### src/rtl/seg_scan_pkg.sv
// Shared definitions for the scanned seven-segment capture block:
// FSM states, the 16 hex glyph patterns (a=bit6 .. g=bit0, active-high)
// and the digit count.
package seg_scan_pkg;

  localparam int NUM_DIGITS = 8;

  typedef enum logic [1:0] {
    WAIT_STABLE,
    HOLD,
    LOST
  } scan_state_t;

  // Glyphs for 0-9, A, b, C, d, E, F; the index is the decoded value.
  localparam logic [6:0] SEG_PAT [16] = '{
    7'h7E, 7'h30, 7'h6D, 7'h79, 7'h33, 7'h5B, 7'h5F, 7'h70,
    7'h7F, 7'h7B, 7'h77, 7'h1F, 7'h4E, 7'h3D, 7'h4F, 7'h47
  };

  // Position of the set bit of a one-hot digit select.
  function automatic logic [2:0] onehot_idx(input logic [NUM_DIGITS-1:0] v);
    onehot_idx = '0;
    for (int i = 0; i < NUM_DIGITS; i++) begin
      if (v[i]) onehot_idx = 3'(i);
    end
  endfunction

endpackage

### src/rtl/seg7_decode.sv
// Combinational seven-segment to hex decoder. Unknown patterns decode to
// value 0 with valid low.
module seg7_decode
  import seg_scan_pkg::*;
(
  input  logic [6:0] seg,
  output logic [3:0] value,
  output logic       valid
);

  // Compare the pattern against every hex glyph.
  always_comb begin
    // NOTE: defaults first, so every path assigns every output and no latch is inferred.
    value = 4'h0;
    valid = 1'b0;
    for (int i = 0; i < 16; i++) begin
      if (seg == SEG_PAT[i]) begin
        value = 4'(i);
        valid = 1'b1;
      end
    end
  end

endmodule

### src/rtl/seg_scan_capture.sv
// Captures the digits of a multiplexed seven-segment display into a frame.
// Each digit is sampled once per dwell after ComOut/segOut have been stable
// for SETTLE_CYC cycles; a frame is published once all 8 digits are seen.
// Optional feature: define SEG_SCAN_TIMEOUT_EN to enable the scan-lost
// timeout (TIMEOUT_CYC, LOST state, scan_lost); otherwise scan_lost is 0.
module seg_scan_capture
  import seg_scan_pkg::*;
#(
  parameter int SETTLE_CYC     = 2,
  parameter int TIMEOUT_CYC    = 256,
  parameter bit COM_ACTIVE_LOW = 1'b1
) (
  input  logic        CLK,
  input  logic        RST,
  input  logic [7:0]  ComOut,
  input  logic [6:0]  segOut,
  output logic [31:0] digit_o,
  output logic [7:0]  digit_vld,
  output logic        frame_done,
  output logic        err_com,
  output logic        scan_lost
);

  localparam int STAB_W = $clog2(SETTLE_CYC + 1);
  localparam logic [STAB_W-1:0] SETTLE_MAX = STAB_W'(SETTLE_CYC);
  localparam logic [STAB_W-1:0] SETTLE_M1  = STAB_W'(SETTLE_CYC - 1);
  localparam logic [NUM_DIGITS-1:0] ALL_SEEN = '1;

  logic [7:0]            com_q, com_p;
  logic [6:0]            seg_q, seg_p;
  scan_state_t           state;
  logic [STAB_W-1:0]     stab_cnt;
  logic [NUM_DIGITS-1:0] seen, work_vld, vld_nx, sel;
  logic [31:0]           work_val, val_nx;
  logic [2:0]            slot;
  logic [3:0]            dec_val;
  logic                  dec_vld;
  logic                  same, is_onehot, settled, do_cap, do_err, to_hit, frame_end;

  // Input register plus one cycle of history for the stability compare.
  always_ff @(posedge CLK) begin
    if (!RST) begin
      com_q <= '0;
      seg_q <= '0;
      com_p <= '0;
      seg_p <= '0;
    end else begin
      // NOTE: sequential state uses <= so every flop samples pre-edge values.
      com_q <= ComOut;
      seg_q <= segOut;
      com_p <= com_q;
      seg_p <= seg_q;
    end
  end

  assign same      = (com_q == com_p) && (seg_q == seg_p);
  assign sel       = COM_ACTIVE_LOW ? ~com_q : com_q;
  assign is_onehot = $onehot(sel);
  assign slot      = onehot_idx(sel);
  // HOLD never samples, so a dwell yields at most one capture.
  assign settled   = same && (stab_cnt == SETTLE_M1) && (state != HOLD);
  assign do_cap    = settled && is_onehot;
  assign do_err    = settled && !is_onehot;
  assign frame_end = do_cap && ((seen | sel) == ALL_SEEN);

  seg7_decode u_dec (
    .seg   (seg_q),
    .value (dec_val),
    .valid (dec_vld)
  );

  // Working bank with the current capture merged in.
  always_comb begin
    val_nx = work_val;
    vld_nx = work_vld;
    val_nx[{slot, 2'b00} +: 4] = dec_val;
    vld_nx[slot] = dec_vld;
  end

`ifdef SEG_SCAN_TIMEOUT_EN
  localparam int TO_W = $clog2(TIMEOUT_CYC + 1);
  localparam logic [TO_W-1:0] TO_MAX = TO_W'(TIMEOUT_CYC);
  localparam logic [TO_W-1:0] TO_M1  = TO_W'(TIMEOUT_CYC - 1);
  logic [TO_W-1:0] to_cnt;

  assign to_hit = (state != LOST) && !do_cap && (to_cnt == TO_M1);

  // Saturating timeout since the last capture; scan_lost mirrors LOST.
  always_ff @(posedge CLK) begin
    if (!RST) begin
      to_cnt    <= '0;
      scan_lost <= 1'b0;
    end else if (do_cap) begin
      to_cnt    <= '0;
      scan_lost <= 1'b0;
    end else begin
      if (to_cnt != TO_MAX) to_cnt <= to_cnt + TO_W'(1);
      if (to_hit) scan_lost <= 1'b1;
    end
  end
`else
  assign to_hit    = 1'b0;
  assign scan_lost = 1'b0;
  // TIMEOUT_CYC has no effect in this build.
  logic unused_timeout_cfg;
  assign unused_timeout_cfg = ^TIMEOUT_CYC;
`endif

  // Scan FSM: stability counting, dwell hold and loss detection.
  always_ff @(posedge CLK) begin
    if (!RST) begin
      state    <= WAIT_STABLE;
      stab_cnt <= '0;
      err_com  <= 1'b0;
    end else begin
      err_com <= do_err;
      // Saturating so LOST samples once per dwell without a separate hold.
      if (!same || (state == WAIT_STABLE && settled)) stab_cnt <= '0;
      else if (stab_cnt != SETTLE_MAX)                stab_cnt <= stab_cnt + STAB_W'(1);
      case (state)
        WAIT_STABLE: if (to_hit) state <= LOST; else if (settled) state <= HOLD;
        HOLD:        if (to_hit) state <= LOST; else if (!same) state <= WAIT_STABLE;
        // LOST: the first good capture is recorded and normal scanning resumes.
        default:     if (do_cap) state <= HOLD;
      endcase
    end
  end

  // Working bank, seen mask and atomic frame publication.
  always_ff @(posedge CLK) begin
    if (!RST) begin
      // NOTE: the bank is reset as well so a partial frame never leaks past reset.
      seen       <= '0;
      work_val   <= '0;
      work_vld   <= '0;
      digit_o    <= '0;
      digit_vld  <= '0;
      frame_done <= 1'b0;
    end else begin
      frame_done <= frame_end;
      if (do_cap) begin
        work_val <= val_nx;
        work_vld <= vld_nx;
        seen     <= frame_end ? '0 : (seen | sel);
      end else if (to_hit) begin
        seen <= '0;
      end
      if (frame_end) begin
        digit_o   <= val_nx;
        digit_vld <= vld_nx;
      end
    end
  end

endmodule

### config.mk
export PLATFORM = sky130hd
export DESIGN_NAME = seg_scan_capture
export DESIGN_NICKNAME = d
export VERILOG_FILES = /design/src/rtl/seg_scan_pkg.sv /design/src/rtl/seg7_decode.sv /design/src/rtl/seg_scan_capture.sv
export SDC_FILE = /design/constraint.sdc
export NUM_CORES = 1
export LEC_CHECK = 0
export CORE_MARGIN = 3
export CORE_UTILIZATION = 61
export DETAILED_ROUTE_END_ITERATION = 12
export GPL_TIMING_DRIVEN = 0
export PLACE_DENSITY = 0.87
export SLEW_MARGIN = 25
export SYNTH_ARGS = -nofsm -noshare
export SYNTH_HDL_FRONTEND = slang
export SYNTH_SLANG_ARGS = --single-unit
### constraint.sdc
create_clock -name CLK -period 12.7 [get_ports CLK]
set_input_delay 1.27 -clock CLK [delete_from_list [all_inputs] [get_ports CLK]]
set_output_delay 1.27 -clock CLK [all_outputs]
set_load 0.1 [all_outputs]
==> results by group, run 1 <==
Yosys
  • Syn Area/Cell: 9.34 sq um
  • Netlist cell types: 61
  • Area fraction of the dominant cell type after synthesis: 0.443
  • Post-synth EDFFs: 0
  • Mapped Cells: 595
  • Register area share after synthesis: 0.443
  • #FFs+latches synth: 123
  • Top FF cell, synth: dfxtp_1
  • Syn_nets: 626
  • Area leader, netlist: dfxtp_1
  • Post-synthesis cell area: 5560 sq um
  • Largest cells by area after synthesis: dfxtp_1 (44%), mux2i_1 (8.8%), o2bb2ai_1 (5.0%), nand2_1 (4.4%), and2_1 (2.6%)
  • Yosys warning total: 0
  • Ys async rst share: 0

Layout
  • Nets: 702
  • Fill cells: 538
  • Layout cells sized above 1: 0.0921
  • Finished Cell Area: 6880 sq um
  • ANT cells: 0
  • Area Growth Syn to Fin: 23.7%

CTS
  • Root buffer cell: clkbuf_8
  • Post-CTS Resized: 0
  • CTS Hold Bufs: 0
  • CTS H-tree depth: 4
  • CTS tree: yes
  • CTS sink count: 123
  • CTS buffer count: 17
  • Bufs on Longest Clock Path: 2
  • Clock Latency Late Sink: 0.53 ns
  • Clock Pin Slew Worst Setup and Hold Paths: 0.06 ns
  • Post-CTS Setup Bufs: 0

Drt
  • Vias: 4,902
  • DR DRC count: 0
  • Final ANT Viol Nets: 0
  • First-iteration detailed-routing DRC count: 401
  • Vias per inst: 6.19
  • Wire per inst: 19.0 um
  • First-pass iteration count of the detailed router: 5
  • WL final: 15,000 um

Global route
  • GRT overflow: 0
  • GRT Total Usage: 0.304
  • First-pass GRT wire length: 24,600 um
  • Initial antenna violation count: 0
  • Vias in the first global route: 4,958
  • Largest net degree at the start of global routing: 17

Timing
  • Final min period: 5.44 ns
  • Fin crit share: 0.429
  • Clock skew: 0.00694 ns
  • Max transition margin: 0.288
  • Setup TNS Final: 0 ns
  • Final Max Tran Viols: 0
  • FMAX: 0.184 GHz
  • Final Hold Fails: 0
  • PnR worst setup slack: 7.26 ns
  • RSZ-0062 raised after global routing: false
  • Worst-margin pin slew: 1.06 ns
  • Final count of negative-setup-slack endpoints: 0

Floorplanning
  • I/O pin cnt: 60
  • Die height: 101 um
  • Initial core utilization: 0.631
  • DIE AREA: 10,300 sq um
  • Die W: 101 um
  • CORE AREA: 8810 sq um
  • Site Rows: 34

Worst setup path
  • Critical Path Fanout Max: 10
  • Worst R2R Setup Slack: 7.26 ns
  • Critical path arrival: 5.89 ns
  • Most used cell along the critical path: fa_1
  • CP Class: reg2reg
  • CP Capture Type: register
  • Critical path's largest stage delay: 0.91 ns
  • Crit start category: register
  • CP max-delay cell: o41ai_1
  • Data required, critical path: 13.15 ns
  • Critical Path, Cell by Cell: inv_1 -> fa_1 -> fa_1 -> fa_1 -> ha_1 -> inv_1 -> fa_1 -> nand2_1 -> o41ai_1 -> nand2_1 -> nor3_1 -> buf_2 -> nand3_1 -> buf_2 -> o2bb2ai_1

Placed design
  • Post-Place Worst Slack: 7.45 ns
  • Placed cell areas: 6260 sq um
  • DP Wirelength: 9870 um
  • Final Wtd Congestion: 0.913
  • Port-buffer cells: 57

Status
  • Outcome: finished clean

Worst hold path
  • HP Class: reg2reg

Power
  • Clock power share: 0.520
  • Net Sw Frac: 0.238
  • PD cells: 140 nW/um^2
  • Maximum vdd ir drop: 0.101 mV
  • Tot Pwr: 0.962 mW
  • Sequential power share: 0.410
  • Logic pwr share: 0.071
  • Switching power: 0.229 mW
  • Pleak: 2.69 nW
  • Int Pwr: 0.734 mW

Job
  • Maxcap violations: 0
-- worst max-delay path, delay by kind of cell (launching register included) --
kind | cells | cell delay [ns]
AOI/OAI and AO/OA | 2 | 1.10
DFF | 1 | 0.46
buffers and inverters | 4 | 0.86
and+or+nand+nor | 4 | 0.75
adders and majority gates | 5 | 2.16
-- state kept, by name, indices dropped and copies added, names as in the netlist --
| name | cells |
|---|---|
| com_p | 8 |
| work_vld | 8 |
| digit_o | 32 |
| err_com | 1 |
| frame_done | 1 |
| digit_vld | 8 |
| com_q | 8 |
| state | 1 |
| seen | 8 |
| stab_cnt | 2 |
| seg_p | 7 |
| seg_q | 7 |
| work_val | 32 |
-- layout by cell type (no fill, tap or decap), drive strengths merged, types with 13 or more instances in the layout --
| cell | netlist | layout |
|---|---|---|
| a21oi | 21 | 21 |
| and2 | 24 | 24 |
| buf | 21 | 21 |
| clkbuf | 26 | 43 |
| clkdlybuf4s50 | 0 | 57 |
| dfxtp | 123 | 123 |
| inv | 19 | 21 |
| mux2i | 49 | 49 |
| nand2 | 65 | 65 |
| nand3 | 17 | 17 |
| nor2 | 33 | 33 |
| nor3 | 14 | 14 |
| o21ai | 16 | 16 |
| o2bb2ai | 32 | 32 |
| xor2 | 13 | 13 |
-- final cells by class --
class / instances / area (sq um) / share of cell area
multi-input combinational: 406 / 2790 / 0.406
sequential: 123 / 2460 / 0.358
timing repair buffer: 57 / 571 / 0.0830
clock buffer: 17 / 414 / 0.0602
buffer: 47 / 234 / 0.0340
clock inverter: 15 / 198 / 0.0287
tap: 108 / 135 / 0.0197
inverter: 19 / 71.3 / 0.0104
-- synth_stat cells, types with 2 or more instances --
library cell  number
a21oi_1           21
a22o_1             8
a22oi_1            8
a31oi_1            3
and2_1            23
and3_1            10
buf_2             13
buf_4              3
buf_6              4
clkbuf_1          26
dfxtp_1          123
fa_1               4
ha_1              10
inv_1             17
inv_2              2
mux2i_1           49
nand2_1           65
nand2b_1           4
nand3_1           17
nand3b_1           3
nand4_1            5
nand4b_1           3
nor2_1            31
nor2b_1            3
nor3_1            13
nor3b_1            3
nor4_1             9
nor4bb_1           2
o211a_1            2
o211ai_1           2
o21a_1             8
o21ai_0           16
o22ai_1            6
o2bb2ai_1         32
or2_1              2
or3_1              3
or3b_2             2
or4_1              2
xnor2_1            4
xor2_1            13
-- logic make-up after synthesis --
logic type	synth area share
DFF	0.443
adders and majority gates	0.0369
and+or+nand+nor	0.199
other	0.000675
xor gates and xnor gates	0.0268
muxes	0.0882
buffers and inverters	0.0549
AOI/OAI and AO/OA	0.151
-- path summary, 6_finish.rpt --
| check | start | depth (start not counted) | to |
|---|---|---|---|
| worst min-delay path | digit_o[27] | 1 | digit_o[27] |
| worst max register to register | com_q[1] | 15 | digit_o[9] |
| worst max-delay path | com_q[1] | 15 | digit_o[9] |
| worst min register to register | digit_o[27] | 1 | digit_o[27] |
-- power groups by stage --
| stage | Clock, mW | Sequential (mW) | Combinational (mW) |
|---|---|---|---|
| 2_1_floorplan | 0 | 0.401 | 0.0444 |
| 3_3_place_gp | 0 | 0.402 | 0.0603 |
| 3_5_place_dp | 0 | 0.402 | 0.0636 |
| 4_1_cts | 0.500 | 0.394 | 0.0653 |
| 5_1_grt | 0.518 | 0.395 | 0.0733 |
| 6_report | 0.500 | 0.394 | 0.0680 |
-- metal layers --
layer | vias to the layer above | part of all wire | global-route usage
li1 | 2257 | - | -
met1 | 2317 | 0.40 | 0.371
met2 | 270 | 0.48 | 0.498
met3 | 58 | 0.080 | 0.0875
met4 | 0 | 0.034 | 0.138
met5 | - | 0 | 0
-- through the flow --
stage,utilization,std cells,hold WS [ns]
6_report,0.781,792,0.464
3_3_place_gp,0.711,760,0.442
2_1_floorplan,-,595,0.434
3_5_place_dp,0.711,760,0.451
5_1_grt,0.781,792,0.479
4_1_cts,0.781,792,0.461
(Power assumes the default switching activity.)
==> run 2: changes to the inputs <==
Settings changed: CORE_UTILIZATION 61 to 51, PLACE_DENSITY 0.87 to 0.78.
Clock period 12.7 ns to 4.9 ns, I/O delays scaled along.
==> run 2 against run 1 <==
Flip-flop and latch count stayed put. Clock skew grew 0.00085 ns. Sequential share of layout area down 0.25 points. Largest cell class unchanged. Design area is 0.69% higher. Critical endpoint is now work_vld[5]. Wire length is 4.0% lower. Highest routed layer unchanged. Clock-buffer cell count increased by 1. Final cell count increased by 3.7%.
==> results by group, run 2 (synthesis results as in run 1) <==
Status
  • Outcome: finished clean

Worst setup path
  • Critical path arrival: 5.20 ns
  • CP delay by family, top: adder cells
  • Critical path's largest stage delay: 0.57 ns
  • Data required, critical path: 5.29 ns
  • Most used cell along the critical path: fa_1
  • Crit start category: register
  • Critical path endpoint: work_vld[5]
  • CP Class: reg2reg
  • R2R depth: 15
  • Bufs and invs on worst path: 4
  • CP max-delay cell: fa_1
  • Critical path depth: 15
  • Worst R2R Setup Slack: 0.09 ns
  • Worst R2R End: work_vld[5]
  • CP Capture Type: register
  • Critical Path, Cell by Cell: inv_1 -> fa_1 -> fa_1 -> fa_1 -> ha_1 -> inv_1 -> fa_1 -> nand2_1 -> o41ai_4 -> nand2_1 -> or3_1 -> buf_6 -> clkbuf_1 -> nor4_1 -> nor3_1
  • FF-to-FF Start: com_q[1]
  • Critical Path Fanout Max: 10
  • Worst Setup SP: com_q[1]

CTS
  • CTS buffer count: 17
  • CTS H-tree depth: 4
  • Clock Pin Slew Worst Setup and Hold Paths: 0.06 ns
  • Bufs on Longest Clock Path: 2
  • Root buffer cell: clkbuf_8
  • Clock Latency Late Sink: 0.53 ns
  • CTS tree: yes
  • CTS Hold Bufs: 0
  • CTS sink count: 123

Floorplanning
  • Initial core utilization: 0.531
  • Site Rows: 37
  • Die height: 110 um
  • CORE AREA: 10,500 sq um
  • Die W: 110 um
  • DIE AREA: 12,200 sq um
  • I/O pin cnt: 60

Layout
  • Most common cell after layout, fill and taps aside: dfxtp_1
  • Area Growth Syn to Fin: 24.6%
  • Largest regs: digit_o: 32 flops, work_val: 32 flops
  • Nets: 703
  • Most frequent cells in the layout: dfxtp_1 (123), nand2_1 (65), clkdlybuf4s50_1 (57)
  • Layout cells sized above 1: 0.102
  • ANT cells: 0
  • Finished Cell Area: 6920 sq um
  • Fin util: 0.662

Timing
  • Final Hold Fails: 0
  • PnR worst setup slack: 0.0913 ns
  • Final Max Tran Viols: 0
  • Clock skew: 0.00779 ns
  • Worst-margin pin slew: 0.985 ns
  • Max transition margin: 0.341
  • Final count of negative-setup-slack endpoints: 0
  • FMAX: 0.208 GHz
  • Fin crit share: 0.981
  • RSZ-0062 raised after global routing: true
  • Final min period: 4.81 ns

Global route
  • Initial antenna violation count: 0
  • GRT overflow: 0
  • GRT Total Usage: 0.237
  • Vias in the first global route: 4,679
  • Largest net degree at the start of global routing: 17
  • First-pass GRT wire length: 23,500 um

Drt
  • First-pass iteration count of the detailed router: 7
  • DR DRC count: 0
  • First-iteration detailed-routing DRC count: 239
  • Vias: 4,725
  • Vias per inst: 5.76
  • WL final: 14,400 um
  • Final ANT Viol Nets: 0
  • Wire per inst: 17.6 um

Worst hold path
  • HP Class: reg2reg

Placed design
  • Port-buffer cells: 57
  • Placed cell areas: 6300 sq um
  • Post-Place Worst Slack: -0.438 ns
  • Final Wtd Congestion: 0.853
  • DP Wirelength: 10,100 um

Power
  • Maximum vdd ir drop: 0.222 mV
  • Pleak: 2.71 nW
  • Tot Pwr: 2.42 mW
  • PD cells: 349 nW/um^2

Job
  • Maxcap violations: 0
==> run 2: cell types whose count changed in the layout (fill, tap and decap cells not counted), sizes merged <==
cell and delta:
clkbuf +3, buf -1, bufinv -2, clkinv +3, clkinvlp -1, inv -1
==> run 2: metrics by stage <==
step | cells | hold WS [ns] | setup TNS (ns)
2_1_floorplan | 595 | 0.434 | 0
3_3_place_gp | 788 | 0.442 | -18.58
3_5_place_dp | 788 | 0.446 | -23.49
4_1_cts | 820 | 0.462 | 0
5_1_grt | 821 | 0.486 | -0.723
6_report | 821 | 0.461 | 0
==> run 2: worst register-to-register path, cell delays in order, from the launching register on <==
cell      delay [ns]
dfxtp_1         0.45
inv_1           0.19
fa_1            0.57
fa_1            0.45
fa_1            0.51
ha_1            0.17
inv_1           0.06
fa_1            0.50
nand2_1         0.09
o41ai_4         0.36
nand2_1         0.18
or3_1           0.37
buf_6           0.17
clkbuf_1        0.22
nor4_1          0.29
nor3_1          0.09
==> run 2: layout make-up <==
cell class / count / area [sq um]
Tap cell: 136 / 170
Inverter: 19 / 71.3
Buffer: 47 / 241
Multi-Input combinational cell: 406 / 2830
Timing Repair Buffer: 58 / 578
Clock inverter: 14 / 148
Sequential cell: 123 / 2460
Fill cell: 889 / 3540
Clock buffer: 18 / 428
==> run 2: per-layer routing <==
layer,wire (um),part of all wire,vias to the layer above,GRT usage
li1,-,-,2262,-
met1,6310,0.44,2270,0.308
met3,900,0.062,18,0.0592
met5,0,0,-,0
met4,231,0.016,0,0.0796
met2,6970,0.48,175,0.386
==> run 2: repair_timing <==
item	CTS	global route
hold endpoints to repair	0	0
setup buffers	0	1
resized for setup	4	4
pin swaps	0	1
setup endpoints to repair	87	56
==> run 2: power breakdown <==
group          internal, mW  leakage, nW  switching [mW]
Clock                 0.737        0.281           0.469
Sequential             1.01        0.997         0.00976
Combinational        0.0699         1.43           0.117
==> run 2: worst min path at each step <==
stage	from	endpoint	slack (ns)	cells past startpoint
after floorplan	work_val[16]	work_val[16]	0.43	2
after global placement	work_val[18]	work_val[18]	0.44	2
after detailed placement	digit_o[20]	digit_o[20]	0.45	1
after CTS	work_val[0]	work_val[0]	0.46	2
after global routing	digit_o[10]	digit_o[10]	0.49	1
final	digit_o[17]	digit_o[17]	0.46	1
